<file path="src/rtl/mem_fill_arbiter_if.sv">
// Bundle of requester, store and memory-port signals around mem_fill_arbiter.
// master: caches + memory model side; slave: the arbiter itself.
interface mem_fill_arbiter_if #(
  parameter int AWIDTH = 16,
  parameter int DWIDTH = 16
);
  logic              d_miss;
  logic [AWIDTH-1:0] d_miss_addr;
  logic              i_miss;
  logic [AWIDTH-1:0] i_miss_addr;
  logic              st_req;
  logic [AWIDTH-1:0] st_addr;
  logic [DWIDTH-1:0] st_data;
  logic              mem_valid;
  logic              mem_en;
  logic              mem_wr;
  logic [AWIDTH-1:0] mem_addr;
  logic [DWIDTH-1:0] mem_wdata;
  logic              d_fill_wen;
  logic              d_tag_wen;
  logic              i_fill_wen;
  logic              i_tag_wen;
  logic [2:0]        fill_word;
  logic              st_ack;
  logic              busy;

  // Handshake: misses and st_req are level requests held by the requester until
  // the matching *_tag_wen / st_ack pulse; there is no backpressure on memory data.
  modport master (
    output d_miss, d_miss_addr, i_miss, i_miss_addr, st_req, st_addr, st_data, mem_valid,
    input  mem_en, mem_wr, mem_addr, mem_wdata, d_fill_wen, d_tag_wen, i_fill_wen,
           i_tag_wen, fill_word, st_ack, busy
  );

  modport slave (
    input  d_miss, d_miss_addr, i_miss, i_miss_addr, st_req, st_addr, st_data, mem_valid,
    output mem_en, mem_wr, mem_addr, mem_wdata, d_fill_wen, d_tag_wen, i_fill_wen,
           i_tag_wen, fill_word, st_ack, busy
  );
endinterface

</file>
<file path="src/rtl/mem_fill_arbiter.sv">
// Arbiter/sequencer for the shared pipelined memory: 8-word cache fills and write-through stores.
// Optional MEM_ARB_FAIR_EN: alternate grants between the data side (D miss/store) and I miss.
module mem_fill_arbiter #(
  parameter int AWIDTH  = 16,
  parameter int DWIDTH  = 16,
  parameter int MEM_LAT = 4
) (
  input  logic                clk,
  input  logic                rst,
  mem_fill_arbiter_if.slave   bus,
  output logic [2:0]          state_dbg
);

  if (MEM_LAT < 1) begin : g_lat_check
    $error("mem_fill_arbiter: MEM_LAT must be at least 1");
  end

  typedef enum logic [2:0] {
    S_IDLE  = 3'd0,
    S_STORE = 3'd1,
    S_ISSUE = 3'd2,
    S_DRAIN = 3'd3,
    S_TAG   = 3'd4
  } state_t;

  state_t              state, state_nxt;
  logic                tgt_i;          // 0: D-cache fill, 1: I-cache fill
  logic [AWIDTH-5:0]   base_hi;
  logic [2:0]          issue_cnt;
  logic [2:0]          ret_cnt;
  logic [AWIDTH-1:0]   st_addr_q;
  logic [DWIDTH-1:0]   st_data_q;
  logic                gnt_d, gnt_s, gnt_i;
  logic                fill_act;

`ifdef MEM_ARB_FAIR_EN
  logic last_d;                        // 1: data side got the most recent grant

  always_comb begin
    gnt_d = 1'b0;
    gnt_s = 1'b0;
    gnt_i = 1'b0;
    if ((bus.d_miss || bus.st_req) && (!bus.i_miss || !last_d)) begin
      gnt_d = bus.d_miss;
      gnt_s = !bus.d_miss && bus.st_req;
    end else if (bus.i_miss) begin
      gnt_i = 1'b1;
    end
  end

  always_ff @(posedge clk or posedge rst) begin
    if (rst) begin
      last_d <= 1'b0;
    end else if (state == S_IDLE && (gnt_d || gnt_s || gnt_i)) begin
      last_d <= !gnt_i;
    end
  end
`else
  always_comb begin
    gnt_d = 1'b0;
    gnt_s = 1'b0;
    gnt_i = 1'b0;
    if (bus.d_miss)      gnt_d = 1'b1;
    else if (bus.st_req) gnt_s = 1'b1;
    else if (bus.i_miss) gnt_i = 1'b1;
  end
`endif

  assign fill_act = bus.mem_valid && (state == S_ISSUE || state == S_DRAIN);

  always_comb begin
    state_nxt = state;
    case (state)
      S_IDLE: begin
        if (gnt_s)               state_nxt = S_STORE;
        else if (gnt_d || gnt_i) state_nxt = S_ISSUE;
      end
      S_STORE: state_nxt = S_IDLE;
      S_ISSUE: begin
        if (fill_act && ret_cnt == 3'd7) state_nxt = S_TAG;
        else if (issue_cnt == 3'd7)      state_nxt = S_DRAIN;
      end
      S_DRAIN: begin
        if (fill_act && ret_cnt == 3'd7) state_nxt = S_TAG;
      end
      S_TAG:   state_nxt = S_IDLE;
      default: state_nxt = S_IDLE;
    endcase
  end

  always_ff @(posedge clk or posedge rst) begin
    if (rst) begin
      state     <= S_IDLE;
      tgt_i     <= 1'b0;
      base_hi   <= '0;
      issue_cnt <= 3'd0;
      ret_cnt   <= 3'd0;
      st_addr_q <= '0;
      st_data_q <= '0;
    end else begin
      state <= state_nxt;
      if (state == S_IDLE && (gnt_d || gnt_i)) begin
        tgt_i     <= gnt_i;
        base_hi   <= gnt_i ? bus.i_miss_addr[AWIDTH-1:4] : bus.d_miss_addr[AWIDTH-1:4];
        issue_cnt <= 3'd0;
        ret_cnt   <= 3'd0;
      end
      // Store operands are registered so the write cycle has no input-to-output path.
      if (state == S_IDLE && gnt_s) begin
        st_addr_q <= bus.st_addr;
        st_data_q <= bus.st_data;
      end
      if (state == S_ISSUE) issue_cnt <= issue_cnt + 3'd1;
      if (fill_act)         ret_cnt   <= ret_cnt + 3'd1;
    end
  end

  always_comb begin
    bus.mem_en     = (state == S_ISSUE) || (state == S_STORE);
    bus.mem_wr     = (state == S_STORE);
    bus.mem_wdata  = (state == S_STORE) ? st_data_q : '0;
    bus.st_ack     = (state == S_STORE);
    bus.busy       = (state != S_IDLE);
    bus.d_fill_wen = fill_act && !tgt_i;
    bus.i_fill_wen = fill_act && tgt_i;
    bus.fill_word  = fill_act ? ret_cnt : 3'd0;
    bus.d_tag_wen  = (state == S_TAG) && !tgt_i;
    bus.i_tag_wen  = (state == S_TAG) && tgt_i;
    bus.mem_addr   = '0;
    // Base is 16-byte aligned, so the word offset can be concatenated without a carry.
    if (state == S_ISSUE)      bus.mem_addr = {base_hi, issue_cnt, 1'b0};
    else if (state == S_STORE) bus.mem_addr = st_addr_q;
  end

  assign state_dbg = state;

endmodule

</file>
<file path="src/flat_wrapper.sv">
// flat-port wrapper written by rule: the top's interface ports become plain ports
module mem_fill_arbiter_flat 
#(
  parameter int AWIDTH  = 16,
  parameter int DWIDTH  = 16,
  parameter int MEM_LAT = 4
)
  (clk, rst, state_dbg, bus_d_miss, bus_d_miss_addr, bus_i_miss, bus_i_miss_addr, bus_st_req, bus_st_addr, bus_st_data, bus_mem_valid, bus_mem_en, bus_mem_wr, bus_mem_addr, bus_mem_wdata, bus_d_fill_wen, bus_d_tag_wen, bus_i_fill_wen, bus_i_tag_wen, bus_fill_word, bus_st_ack, bus_busy);
  mem_fill_arbiter_if #(.AWIDTH(AWIDTH), .DWIDTH(DWIDTH)) bus_i ();
  input  logic clk;
  input  logic rst;
  output logic [2:0] state_dbg;
  input wire logic [$bits(bus_i.d_miss)-1:0] bus_d_miss;
  input wire logic [$bits(bus_i.d_miss_addr)-1:0] bus_d_miss_addr;
  input wire logic [$bits(bus_i.i_miss)-1:0] bus_i_miss;
  input wire logic [$bits(bus_i.i_miss_addr)-1:0] bus_i_miss_addr;
  input wire logic [$bits(bus_i.st_req)-1:0] bus_st_req;
  input wire logic [$bits(bus_i.st_addr)-1:0] bus_st_addr;
  input wire logic [$bits(bus_i.st_data)-1:0] bus_st_data;
  input wire logic [$bits(bus_i.mem_valid)-1:0] bus_mem_valid;
  output wire logic [$bits(bus_i.mem_en)-1:0] bus_mem_en;
  output wire logic [$bits(bus_i.mem_wr)-1:0] bus_mem_wr;
  output wire logic [$bits(bus_i.mem_addr)-1:0] bus_mem_addr;
  output wire logic [$bits(bus_i.mem_wdata)-1:0] bus_mem_wdata;
  output wire logic [$bits(bus_i.d_fill_wen)-1:0] bus_d_fill_wen;
  output wire logic [$bits(bus_i.d_tag_wen)-1:0] bus_d_tag_wen;
  output wire logic [$bits(bus_i.i_fill_wen)-1:0] bus_i_fill_wen;
  output wire logic [$bits(bus_i.i_tag_wen)-1:0] bus_i_tag_wen;
  output wire logic [$bits(bus_i.fill_word)-1:0] bus_fill_word;
  output wire logic [$bits(bus_i.st_ack)-1:0] bus_st_ack;
  output wire logic [$bits(bus_i.busy)-1:0] bus_busy;
  assign bus_i.d_miss = bus_d_miss;
  assign bus_i.d_miss_addr = bus_d_miss_addr;
  assign bus_i.i_miss = bus_i_miss;
  assign bus_i.i_miss_addr = bus_i_miss_addr;
  assign bus_i.st_req = bus_st_req;
  assign bus_i.st_addr = bus_st_addr;
  assign bus_i.st_data = bus_st_data;
  assign bus_i.mem_valid = bus_mem_valid;
  assign bus_mem_en = bus_i.mem_en;
  assign bus_mem_wr = bus_i.mem_wr;
  assign bus_mem_addr = bus_i.mem_addr;
  assign bus_mem_wdata = bus_i.mem_wdata;
  assign bus_d_fill_wen = bus_i.d_fill_wen;
  assign bus_d_tag_wen = bus_i.d_tag_wen;
  assign bus_i_fill_wen = bus_i.i_fill_wen;
  assign bus_i_tag_wen = bus_i.i_tag_wen;
  assign bus_fill_word = bus_i.fill_word;
  assign bus_st_ack = bus_i.st_ack;
  assign bus_busy = bus_i.busy;
  mem_fill_arbiter #(.AWIDTH(AWIDTH), .DWIDTH(DWIDTH), .MEM_LAT(MEM_LAT)) u_core (.clk(clk), .rst(rst), .bus(bus_i), .state_dbg(state_dbg));
endmodule
</file>
<file path="config.mk">
export PLATFORM = sky130hd
export DESIGN_NAME = mem_fill_arbiter_flat
export DESIGN_NICKNAME = d
export VERILOG_FILES = /design/src/rtl/mem_fill_arbiter_if.sv /design/src/rtl/mem_fill_arbiter.sv /design/src/flat_wrapper.sv
export SDC_FILE = /design/constraint.sdc
export NUM_CORES = 1
export LEC_CHECK = 0
export BUFFER_PORTS_ARGS = -buffer_cell sky130_fd_sc_hd__buf_2
export CAP_MARGIN = 20
export CORE_MARGIN = 2
export CORE_UTILIZATION = 40
export DETAILED_ROUTE_END_ITERATION = 8
export PLACE_DENSITY = 0.72
export SETUP_SLACK_MARGIN = 0.1
export SLEW_MARGIN = 20
export SYNTH_ARGS = -nofsm -noshare
export SYNTH_HDL_FRONTEND = slang
export SYNTH_SLANG_ARGS = --single-unit
</file>
<file path="constraint.sdc">
create_clock -name clk -period 1.5 [get_ports clk]
set_input_delay 0.075 -clock clk [delete_from_list [all_inputs] [get_ports clk]]
set_output_delay 0.075 -clock clk [all_outputs]
set_load 0.05 [all_outputs]
</file>
==> impl_metrics.toml <==
[worst_setup_path]
worst-path-buf-inv = 4
cpMostUsedCell = "sky130_fd_sc_hd__buf_6"
cp.required_ns = 1.69
critical-path-top-delay-family = "buffers and inverters"
logic_depth_of_the_worst_setup_path_including_buffers = 7
worst_ep_arrival_time_ns = 1.96
critical_path_cell_list = "buf_6, nor3_4, buf_6, nand3_4, buf_12, buf_16, mux2_4"
startpoint_type_of_the_worst_setup_path = "register"
cp_slowest_stage_delay_ns = 0.45
worst_setup_path_end_kind = "register"
cp_slowest_cell = "sky130_fd_sc_hd__dfrtp_2"
worst-r2r-cell-count = 7
timing.setup.critical_path_class = "register to register"
critical_path_peak_fanout = 6

[layout]
antenna-diode-count = 0
n_fill_cell = 410
layout_cell_share_with_drive_strength_beyond_1_pct = 72.1
stdcell_count = 457
area_growth_syn_to_layout_pct = 79.6
design.final.nets = 453
final-seq-area_um2 = 1360
multiInputGateArea_um2 = 1490

[synthesis]
synth_top_area_share_pct = 50.0
yosysSeqAreaShare_pct = 50.0
netlist_top_cells_area = "sky130_fd_sc_hd__dfrtp_1 (50%), sky130_fd_sc_hd__mux2_2 (22%), sky130_fd_sc_hd__a22o_1 (4.9%), sky130_fd_sc_hd__and2_1 (4.9%), sky130_fd_sc_hd__ha_1 (1.9%)"
number_of_distinct_library_cells_after_synthesis = 34
most_frequent_cell_after_synthesis = "sky130_fd_sc_hd__dfrtp_1"
most_frequent_cells_after_synthesis = "sky130_fd_sc_hd__dfrtp_1 (54), sky130_fd_sc_hd__mux2_2 (53), sky130_fd_sc_hd__and2_1 (21)"
postSynthNetCount = 284
synth_enable_flop_cells = 0
ys_ff_latch = 54
synthFlopType = "sky130_fd_sc_hd__dfrtp_1"
mappedNetlistArea_um2 = 2700
asyncSetResetFlopFracSynth_pct = 100
syn-mean-instance-area_um2 = 12.9
post-synth-top-area-cell = "sky130_fd_sc_hd__dfrtp_1"
yosysWarnings = 0
synth_cells = 210

[power]
p_leak_nw = 2.30
peakVddDrop_mv = 1.29
powerDensity_nw_per_um2 = 1980
finalPower_mw = 9.61

[cts]
worst_setup_hold_path_clk_slew_ns = 0.09
clock-root-buffer = "sky130_fd_sc_hd__clkbuf_8"
insertion_delay_ns = 0.30
cts_tree = "done"
ctsHtreeMaxLevel = 2
total_clock_buffers_created_by_cts = 5
max-clock-path-buffers = 2
numClockSinks = 54

[placement]
placement.io_buffers = 107
post-place-cells = 401
detailedPlacementHpwl_um = 4480
routability_congestion_estimate = 0.747

[route]
detailedRoute.firstPassIterationCount = 4
post_drt_wl_per_cell_um = 16.6
route.detailed.drc = 0
routed-via-count = 2281
postRouteAntennaNets = 0
post_drt_via_cell_ratio = 4.99
final_routed_wirelength_um = 7570
first_iter_violations = 72

[global_route]
pin_count_of_the_biggest_net_entering_global_routing = 39
antenna_found_initial = 0
grt_pass1_vias = 2443
grt_pass1_wl_um = 11900
grt_util_all_layers_pct = 20.7
grt_overflow = 0

[sta]
maxSlewViolCount = 0
hold_viol = 0
slew_headroom_pct = 72.8
timing.setup.tns_ns = -17.07
layout_min_cycle_time_ns = 1.77
clk_skew_ns = 0.00360
worst_pin_slew_ns = 0.408
rsz_0062_raised_after_global_routing = "yes"
layout_worst_path_cycle_share_pct = 118
fin_ws_ns = -0.268
timing.fmax_mhz = 566
setup_viol = 94

[min_path]
holdPathStages = 2
hold_class = "input pin to register"

[floorplanning]
die_width_um = 86.2
total_core_area_um2 = 6420
die_h_um = 86.2
design.die.area_um2 = 7420
floorplan.io_pins = 116
initial_core_util_pct = 42.0
row_count = 29

[run_status]
violations = "setup timing"
outcome = "finished with violations"

[run]
drv.max_cap_violation_count = 0
## final cells by class
type / instances / area share, %
inverter: 5 / 0.439
tap: 77 / 1.99
clock buffer: 7 / 1.78
timing repair buffer: 173 / 37.1
clock inverter: 1 / 0.103
sequential: 54 / 27.9
multi-input combinational: 140 / 30.7
## cells by family after synthesis
kind of cell,after synthesis,synth area share [%]
AOI/OAI and AO/OA,28,8.16
adders and majority gates,4,1.85
buffers and inverters,16,3.98
DFF,54,50.0
muxes,56,23.8
and+or+nand+nor,52,12.2
## per-stage QoR
stage | utilization [%] | hold WS (ns) | setup slack, ns | area, um2
2_1_floorplan | - | 0.225 | -0.440 | 2850
3_5_place_dp | 56.2 | 0.0857 | -0.0761 | 3610
3_3_place_gp | 56.2 | 0.0738 | -0.0594 | 3610
6_report | 75.5 | 0.00428 | -0.268 | 4850
4_1_cts | 71.4 | 0.0000372 | -0.262 | 4590
5_1_grt | 75.5 | 0.00179 | -0.317 | 4850
## registers in the layout, summed over array words and instances, names as in the netlist
signal / cells
u_core.issue_cnt: 3
u_core.state_dbg: 3
u_core.base_hi: 12
u_core.st_addr_q: 16
u_core.st_data_q: 16
u_core.tgt_i: 1
u_core.ret_cnt: 3
## cells in the final DEF (no fill, tap or decap), types with 2 or more instances in the layout
cell	synthesis	layout
sky130_fd_sc_hd__buf_2	2	64
sky130_fd_sc_hd__dfrtp_1	54	51
sky130_fd_sc_hd__mux2_2	53	43
sky130_fd_sc_hd__buf_8	1	34
sky130_fd_sc_hd__buf_6	4	28
sky130_fd_sc_hd__dlygate4sd3_1	0	24
sky130_fd_sc_hd__and2_4	0	21
sky130_fd_sc_hd__mux2_4	3	13
sky130_fd_sc_hd__buf_12	0	11
sky130_fd_sc_hd__nand2_1	12	10
sky130_fd_sc_hd__a22o_2	0	9
sky130_fd_sc_hd__buf_4	1	7
sky130_fd_sc_hd__o21ai_2	0	6
sky130_fd_sc_hd__a22o_4	0	6
sky130_fd_sc_hd__clkbuf_8	0	6
sky130_fd_sc_hd__nand2b_1	4	4
sky130_fd_sc_hd__ha_1	4	4
sky130_fd_sc_hd__inv_1	4	3
sky130_fd_sc_hd__dfrtp_2	0	3
sky130_fd_sc_hd__nor3b_4	0	2
sky130_fd_sc_hd__nand2_2	0	2
sky130_fd_sc_hd__nor2_4	0	2
sky130_fd_sc_hd__a22oi_1	2	2
sky130_fd_sc_hd__buf_16	0	2
sky130_fd_sc_hd__clkbuf_16	0	2
## worst paths after layout
| path | slack, ns | start | to |
|---|---|---|---|
| min | 0.004 | bus_st_data[14] | u_core.st_data_q[14] |
| min in group asynchronous | 0.33 | rst | u_core.st_data_q[10] |
| min reg2reg | 0.51 | u_core.st_addr_q[9] | u_core.st_addr_q[9] |
| max in group asynchronous | 0.63 | rst | u_core.state_dbg[0] |
| max reg2reg | -0.27 | u_core.state_dbg[1] | u_core.st_addr_q[13] |
| max | -0.27 | u_core.state_dbg[1] | u_core.st_addr_q[13] |
## metal layers
layer  up-vias  global-route usage (%)  wire, um  part of all wire [%]
met5         -                       0         0                     0
met4         0                    5.19        51                  0.67
met3         4                    4.62       340                   4.5
met2        66                    37.3      3980                    53
met1      1123                    25.0      3200                    42
li1       1088                       -         -                     -
## report_power, final
group	switching [mW]	total (mW)	internal (mW)
Sequential	0.471	2.63	2.16
Clock	0.451	0.825	0.374
Combinational	3.00	6.15	3.16
## timing repair
action                                 4_1_cts  5_1_grt
gates cloned                                 4        2
endpoints found under the hold margin       34        5
buffers inserted                            14       10
hold buffers                                19        5
setup endpoints to repair                   90       97
resized for setup                          146       45
pin swaps                                   14       22
Note: power is estimated with default switching activity, not from simulation.
